`src/rtl/ap_txn_pkg.sv`:
```
// ap_txn_pkg
// Shared types and default sizing for the HLS block-level handshake recorder.
//   - txn_state_e : recorder FSM states
//   - txn_rec_t   : record layout at default widths {incomplete, stall, latency, start_ts}
//   - *_DEF       : default values for the FIFO_DEPTH / TS_W / LAT_W parameters
package ap_txn_pkg;

  localparam int unsigned FIFO_DEPTH_DEF = 8;
  localparam int unsigned TS_W_DEF       = 32;
  localparam int unsigned LAT_W_DEF      = 16;

  typedef enum logic [1:0] {
    ST_IDLE      = 2'd0,
    ST_BUSY      = 2'd1,
    ST_WAIT_CONT = 2'd2,
    ST_FINISHED  = 2'd3
  } txn_state_e;

  typedef struct packed {
    logic                 incomplete;
    logic [LAT_W_DEF-1:0] stall;
    logic [LAT_W_DEF-1:0] latency;
    logic [TS_W_DEF-1:0]  start_ts;
  } txn_rec_t;

endpackage

```
`src/rtl/ap_txn_rec_fifo.sv`:
```
// ap_txn_rec_fifo
// First-word fall-through record FIFO. The head entry is visible on 'head'
// whenever the FIFO is non-empty. A push while full is only taken when a pop
// happens in the same cycle; otherwise the caller is expected to count a drop.
// Ports:
//   clk, rst_n        : clock, asynchronous active-low reset
//   push, push_data   : write request and data
//   pop               : consume head (ignored when empty)
//   full, empty       : occupancy flags
//   head              : current head entry (zero when empty)
module ap_txn_rec_fifo #(
  parameter int unsigned DEPTH = 8,
  parameter int unsigned WIDTH = 65
) (
  input  logic             clk,
  input  logic             rst_n,
  input  logic             push,
  input  logic [WIDTH-1:0] push_data,
  input  logic             pop,
  output logic             full,
  output logic             empty,
  output logic [WIDTH-1:0] head
);

  localparam int unsigned AW = $clog2(DEPTH);
  localparam int unsigned CW = AW + 1;

  logic [WIDTH-1:0] mem_r [DEPTH];
  logic [AW-1:0]    wr_ptr_r;
  logic [AW-1:0]    rd_ptr_r;
  logic [CW-1:0]    count_r;
  logic             full_s;
  logic             empty_s;
  logic             do_pop_s;
  logic             do_push_s;

  assign full_s    = (count_r == CW'(DEPTH));
  assign empty_s   = (count_r == {CW{1'b0}});
  assign do_pop_s  = pop & ~empty_s;
  // A pop in the same cycle frees the slot being written when full.
  assign do_push_s = push & (~full_s | do_pop_s);

  assign full  = full_s;
  assign empty = empty_s;
  assign head  = empty_s ? {WIDTH{1'b0}} : mem_r[rd_ptr_r];

  // Storage, pointers and occupancy.
  always_ff @(posedge clk or negedge rst_n) begin
    if (!rst_n) begin
      for (int i = 0; i < int'(DEPTH); i++) begin
        mem_r[i] <= {WIDTH{1'b0}};
      end
      wr_ptr_r <= {AW{1'b0}};
      rd_ptr_r <= {AW{1'b0}};
      count_r  <= {CW{1'b0}};
    end else begin
      if (do_push_s) begin
        mem_r[wr_ptr_r] <= push_data;
        wr_ptr_r        <= wr_ptr_r + AW'(1);
      end
      if (do_pop_s) begin
        rd_ptr_r <= rd_ptr_r + AW'(1);
      end
      case ({do_push_s, do_pop_s})
        2'b10:   count_r <= count_r + CW'(1);
        2'b01:   count_r <= count_r - CW'(1);
        default: count_r <= count_r;
      endcase
    end
  end

endmodule

```
`src/rtl/ap_txn_recorder.sv`:
```
// ap_txn_recorder
// Watches the ap_start/ap_ready/ap_done/ap_continue handshake of an HLS block
// and emits one record per transaction: start timestamp, latency (accept to
// done), stall (cycles ap_done waited for ap_continue) and an incomplete flag
// for transactions cut short by 'finish'. Records queue in an FWFT FIFO.
// Ports:
//   ap_clk, ap_rst_n             : clock, asynchronous active-low reset
//   mon_start/ready/done/continue: observed handshake signals
//   finish                       : end of run; closes any open record
//   rec_valid, rec_ready, rec_data : record stream {incomplete, stall, latency, start_ts}
//   drop_cnt, overflow           : saturating drop count, sticky overflow flag
module ap_txn_recorder
  import ap_txn_pkg::*;
#(
  parameter int unsigned FIFO_DEPTH = FIFO_DEPTH_DEF,
  parameter int unsigned TS_W       = TS_W_DEF,
  parameter int unsigned LAT_W      = LAT_W_DEF
) (
  input  logic                    ap_clk,
  input  logic                    ap_rst_n,
  input  logic                    mon_start,
  input  logic                    mon_ready,
  input  logic                    mon_done,
  input  logic                    mon_continue,
  input  logic                    finish,
  output logic                    rec_valid,
  input  logic                    rec_ready,
  output logic [TS_W+2*LAT_W:0]   rec_data,
  output logic [LAT_W-1:0]        drop_cnt,
  output logic                    overflow
);

  localparam int unsigned REC_W = TS_W + 2 * LAT_W + 1;

  // Saturating increment shared by latency, stall and drop counters.
  function automatic logic [LAT_W-1:0] sat_inc(input logic [LAT_W-1:0] v);
    return (v == {LAT_W{1'b1}}) ? v : v + LAT_W'(1);
  endfunction

  txn_state_e       state_r, state_nxt;
  logic [TS_W-1:0]  cycle_cnt_r;
  logic [TS_W-1:0]  ts_r, ts_nxt;
  logic [LAT_W-1:0] lat_r, lat_nxt;
  logic [LAT_W-1:0] stall_r, stall_nxt;
  logic [LAT_W-1:0] lat_inc_s;
  logic [LAT_W-1:0] stall_inc_s;
  logic             accept_s;
  logic             push_s;
  logic [REC_W-1:0] push_rec_s;
  logic             full_s;
  logic             empty_s;
  logic             pop_s;
  logic             drop_s;
  logic [LAT_W-1:0] drop_cnt_r;
  logic             overflow_r;

  assign accept_s    = mon_start & mon_ready;
  // lat_r counts completed BUSY cycles; the value for a done in this cycle is one more.
  assign lat_inc_s   = sat_inc(lat_r);
  assign stall_inc_s = sat_inc(stall_r);
  assign pop_s       = rec_ready & ~empty_s;
  assign drop_s      = push_s & full_s & ~pop_s;

  // Free-running timestamp.
  always_ff @(posedge ap_clk or negedge ap_rst_n) begin
    if (!ap_rst_n) begin
      cycle_cnt_r <= {TS_W{1'b0}};
    end else begin
      cycle_cnt_r <= cycle_cnt_r + TS_W'(1);
    end
  end

  // FSM state and in-flight record fields.
  always_ff @(posedge ap_clk or negedge ap_rst_n) begin
    if (!ap_rst_n) begin
      state_r <= ST_IDLE;
      ts_r    <= {TS_W{1'b0}};
      lat_r   <= {LAT_W{1'b0}};
      stall_r <= {LAT_W{1'b0}};
    end else begin
      state_r <= state_nxt;
      ts_r    <= ts_nxt;
      lat_r   <= lat_nxt;
      stall_r <= stall_nxt;
    end
  end

  // Next-state, capture and record-push decisions; finish takes priority.
  always_comb begin
    state_nxt  = state_r;
    ts_nxt     = ts_r;
    lat_nxt    = lat_r;
    stall_nxt  = stall_r;
    push_s     = 1'b0;
    push_rec_s = {REC_W{1'b0}};
    case (state_r)
      ST_IDLE: begin
        if (finish) begin
          state_nxt = ST_FINISHED;
        end else if (accept_s) begin
          ts_nxt    = cycle_cnt_r;
          lat_nxt   = {LAT_W{1'b0}};
          stall_nxt = {LAT_W{1'b0}};
          if (mon_done && mon_continue) begin
            push_s     = 1'b1;
            push_rec_s = {1'b0, {LAT_W{1'b0}}, {LAT_W{1'b0}}, cycle_cnt_r};
          end else if (mon_done) begin
            // This done cycle already counts as one stalled cycle.
            state_nxt = ST_WAIT_CONT;
            stall_nxt = LAT_W'(1);
          end else begin
            state_nxt = ST_BUSY;
          end
        end else begin
          state_nxt = ST_IDLE;
        end
      end
      ST_BUSY: begin
        lat_nxt = lat_inc_s;
        if (finish) begin
          push_s     = 1'b1;
          push_rec_s = {1'b1, stall_r, lat_inc_s, ts_r};
          state_nxt  = ST_FINISHED;
        end else if (mon_done && mon_continue) begin
          push_s     = 1'b1;
          push_rec_s = {1'b0, stall_r, lat_inc_s, ts_r};
          if (accept_s) begin
            // Back-to-back transaction: restart capture without leaving BUSY.
            ts_nxt    = cycle_cnt_r;
            lat_nxt   = {LAT_W{1'b0}};
            stall_nxt = {LAT_W{1'b0}};
          end else begin
            state_nxt = ST_IDLE;
          end
        end else if (mon_done) begin
          state_nxt = ST_WAIT_CONT;
          stall_nxt = LAT_W'(1);
        end else begin
          state_nxt = ST_BUSY;
        end
      end
      ST_WAIT_CONT: begin
        if (finish) begin
          push_s     = 1'b1;
          push_rec_s = {1'b1, (mon_continue ? stall_r : stall_inc_s), lat_r, ts_r};
          state_nxt  = ST_FINISHED;
        end else if (mon_continue) begin
          push_s     = 1'b1;
          push_rec_s = {1'b0, stall_r, lat_r, ts_r};
          state_nxt  = ST_IDLE;
        end else begin
          stall_nxt = stall_inc_s;
        end
      end
      ST_FINISHED: begin
        state_nxt = ST_FINISHED;
      end
      default: begin
        state_nxt = ST_IDLE;
      end
    endcase
  end

  // Drop accounting for records that find the FIFO full.
  always_ff @(posedge ap_clk or negedge ap_rst_n) begin
    if (!ap_rst_n) begin
      drop_cnt_r <= {LAT_W{1'b0}};
      overflow_r <= 1'b0;
    end else if (drop_s) begin
      drop_cnt_r <= sat_inc(drop_cnt_r);
      overflow_r <= 1'b1;
    end
  end

  ap_txn_rec_fifo #(
    .DEPTH (FIFO_DEPTH),
    .WIDTH (REC_W)
  ) u_fifo (
    .clk       (ap_clk),
    .rst_n     (ap_rst_n),
    .push      (push_s),
    .push_data (push_rec_s),
    .pop       (rec_ready),
    .full      (full_s),
    .empty     (empty_s),
    .head      (rec_data)
  );

  assign rec_valid = ~empty_s;
  assign drop_cnt  = drop_cnt_r;
  assign overflow  = overflow_r;

endmodule

```
`config.mk`:
```
export PLATFORM = sky130hd
export DESIGN_NAME = ap_txn_recorder
export DESIGN_NICKNAME = d
export VERILOG_FILES = /design/src/rtl/ap_txn_pkg.sv /design/src/rtl/ap_txn_rec_fifo.sv /design/src/rtl/ap_txn_recorder.sv
export SDC_FILE = /design/constraint.sdc
export NUM_CORES = 1
export LEC_CHECK = 0
export ABC_AREA = 0
export CORE_ASPECT_RATIO = 1.5
export CORE_MARGIN = 10
export CORE_UTILIZATION = 40
export DETAILED_ROUTE_END_ITERATION = 6
export PLACE_DENSITY = 0.59
export SYNTH_ARGS = -nofsm -noshare
export SYNTH_HDL_FRONTEND = slang
export SYNTH_SLANG_ARGS = --single-unit
```
`constraint.sdc`:
```
create_clock -name ap_clk -period 3.35 [get_ports ap_clk]
set_clock_uncertainty 0.15 [all_clocks]
set_input_delay 0.67 -clock ap_clk [delete_from_list [all_inputs] [get_ports ap_clk]]
set_output_delay 0.67 -clock ap_clk [all_outputs]
set_load 0.03 [all_outputs]
```
==> flow_metrics.tcl <==
set metrics [dict create \
    area_delta_synth_final_pct 19.6 \
    synth_edf_count 0 \
    critPathTopFamily "buffers and inverters" \
    vias_per_cell 5.57 \
    nets 2984 \
    cts_root_buf "clkbuf_16" \
    clock_path_buffers 3 \
    routed_wl_mm 82.9 \
    n_antenna_cell 0 \
    p_per_area_nw_per_um2 701 \
    yosysWarnings 0 \
    fin_ws_ns -0.0887 \
    hold_class "register to register" \
    r2r-end "u_fifo.count_r[3]$_DFFE_PN0P_" \
    die_w_um 244 \
    whs_ns 0.321 \
    start_kind "register" \
    p_clk_frac 0.291 \
    synth_ff_type "dfrtp_1" \
    peakVddDrop_mv 0.439 \
    setup_violations 24 \
    core_area_um2 74000 \
    syn-cell-area_um2 30000 \
    worst_ep_arrival_time_ns 2.62 \
    grt-ovfl-total 0 \
    rsz0062_at_grt "true" \
    cp_common_cell "buf_12" \
    initial_utilization 0.405 \
    die_h_um 355 \
    p_leak_nw 15.7 \
    cts_tree "yes" \
    synth_common_cells "dfrtp_1 (645), nand2_1 (586), o21ai_0 (506), mux4_2 (130), clkbuf_1 (128)" \
    worstSetupEndpoint "rec_data[61]" \
    critPathMaxStageDelay_ns 0.50 \
    grt_pass1_vias 23290 \
    syn_nets 2858 \
    p_total_mw 25.1 \
    r2r_cells 12 \
    crit_cells 8 \
    critPathRequiredTime_ns 2.53 \
    crit_type "register to output port" \
    p_sw_mw 8.76 \
    critPathBufInv 5 \
    combPwrFrac 0.351 \
    drv_cap 0 \
    path_cells "buf_12 -> buf_12 -> buf_12 -> buf_16 -> mux4_2 -> mux2i_4 -> nor2_1 -> buf_4" \
    cts_made_buffers 61 \
    hpwl_mm 52.2 \
    cts_sinks 645 \
    drv_slew 0 \
    slowest_stage "dfrtp_4" \
    synth_seq_area_share 0.538 \
    numPortBuffers 90 \
    p_int_mw 16.4 \
    drc_errors 0 \
    clkTransAtPathRegs_ns 0.06 \
    swShare 0.348 \
    ant_nets 0 \
    rrSetupSlack_ns 0.35 \
    synthCells 2834 \
    place.gp.congestion 0.891 \
    min_period_ns 3.44 \
    drive_gt1_frac 0.194 \
    pre_cts_ws_ns -0.127 \
    dr.pass1.iters 5 \
    io_pins 91 \
    crit_fanout 8 \
    drtIter0Drc 1664 \
    htreeDepth 2 \
    hold_violations 0 \
    track_usage 0.190 \
    yosys.area.top_type "dfrtp_1" \
    violations "negative setup slack" \
    die-area_um2 86600 \
    yosys.cell_count.top_type "dfrtp_1" \
    synth_top_area_frac 0.538 \
    routedWlPerCell_um 20.7 \
    power_frac_seq 0.359 \
    rr_startpoint "state_r[0]$_DFFE_PN0P_" \
    antenna_found_initial 0 \
    grt_max_degree 94 \
    syn_area_per_cell_um2 10.6 \
    rows 122 \
    finalCritPeriodShare 1.03 \
    netlist_top_cells_area "dfrtp_1 (54%), mux4_2 (9.8%), o21ai_0 (8.4%), nand2_1 (7.3%), mux2i_1 (2.7%)" \
    worstMarginPinSlew_ns 1.00 \
    crit_start "u_fifo.rd_ptr_r[0]$_DFFE_PN0P_" \
    slew_headroom 0.327 \
    worstHoldPathCells 1 \
    grt_first_pass_wirelength_mm 132 \
    crit_path_end_kind "output port" \
    synth_seq_cells 645 \
    vias 22297 \
    clock.fmax_ghz 0.291 \
    clk-insertion-delay-late_ns 0.66 \
    ys_async_sr_fraction 1.00 \
    outcome "finished, violations left" \
    synth_cell_types 72 \
]
[sequential cells by signal, summed over array words and instances (netlist names)]
| name | cells |
|---|---|
| stall_r | 16 |
| u_fifo.count_r | 4 |
| overflow | 1 |
| u_fifo.wr_ptr_r | 3 |
| drop_cnt | 16 |
| cycle_cnt_r | 32 |
| u_fifo.mem_r | 520 |
| ts_r | 32 |
| state_r | 2 |
| u_fifo.rd_ptr_r | 3 |
| lat_r | 16 |
[per-stage QoR]
step / cells / TNS (ns) / util / instance area (um^2)
after global placement: 3856 / -0.625 / 0.443 / 32800
after global routing: 4005 / -4.87 / 0.485 / 35900
after detailed placement: 3856 / -1.13 / 0.443 / 32800
after CTS: 3996 / -5.57 / 0.483 / 35700
final: 4005 / -0.863 / 0.485 / 35900
after floorplan: 2834 / 0 / - / 30000
[metal layers]
| layer | GRT usage | wire length (um) |
|---|---|---|
| met4 | 0.0645 | 2780 |
| met3 | 0.0241 | 3630 |
| met5 | 0 | 0 |
| met2 | 0.337 | 42200 |
| met1 | 0.235 | 34300 |
[power by group through the flow]
stage / Clock [mW] / Combinational [mW] / Sequential (mW)
after floorplan: 0 / 4.79 / 8.90
after global placement: 0 / 7.41 / 9.22
after detailed placement: 0 / 7.50 / 9.27
after CTS: 7.48 / 8.71 / 9.02
after global routing: 7.79 / 9.46 / 9.09
final: 7.31 / 8.82 / 9.02
[cells in the final DEF (no fill, tap or decap), types with 30 or more instances in the layout]
master,instances
mux2i_1,56
nand3_1,35
buf_4,170
mux4_2,130
xnor2_1,31
a22o_1,37
mux2_2,38
dfrtp_1,642
nand4_1,30
o21ai_0,506
clkbuf_16,65
nor2_1,112
a21oi_1,55
nand2_1,586
buf_12,47
inv_1,30
[cell families (layout without fill, tap and decap cells)]
logic type	count (synthesis)	after routing	share of synthesized area
flops	645	645	0.538
simple gates	893	893	0.128
xor+xnor	55	55	0.0161
compound gates	722	722	0.137
mux	249	249	0.139
buf+inv	254	433	0.0347
fa+ha+maj	16	16	0.00667
[worst register-to-register path, stage by stage (launching register included)]
cell	delay [ns]
dfrtp_1	0.43
inv_1	0.12
ha_1	0.43
o311ai_2	0.15
a211oi_1	0.35
inv_1	0.11
buf_4	0.14
ha_1	0.22
nand3b_1	0.17
a21oi_1	0.15
nor3_1	0.06
a211oi_1	0.27
xor2_1	0.17
[area by class of cell]
type,instances,area [um^2]
multi-input cells,1935,13100
repair buffers,285,3160
fillers,6726,38200
flip-flops and latches,645,16200
clock buffers,82,1690
clock inverters,34,453
well taps,992,1240
inverters,32,120
[worst min path at each step]
stage                                          endpoint                     startpoint
after floorplan                cycle_cnt_r[0]$_DFF_PN0_                       ap_rst_n
after global placement    u_fifo.mem_r[256]$_DFFE_PN0P_  u_fifo.mem_r[256]$_DFFE_PN0P_
after detailed placement           overflow$_DFFE_PN0P_           overflow$_DFFE_PN0P_
after CTS                          overflow$_DFFE_PN0P_           overflow$_DFFE_PN0P_
after global routing      u_fifo.mem_r[497]$_DFFE_PN0P_  u_fifo.mem_r[497]$_DFFE_PN0P_
final                              overflow$_DFFE_PN0P_           overflow$_DFFE_PN0P_
[timing repair]
item / 4_1_cts / 5_1_grt
buffers inserted: 15 / 10
setup endpoints to repair: 65 / 64
resized for setup: 96 / 46
gates cloned: 9 / 4
hold buffers: 1 / 0
pin swaps: 3 / 8
hold endpoints to repair: 53 / 0
Power figures use the tool's default switching activity.
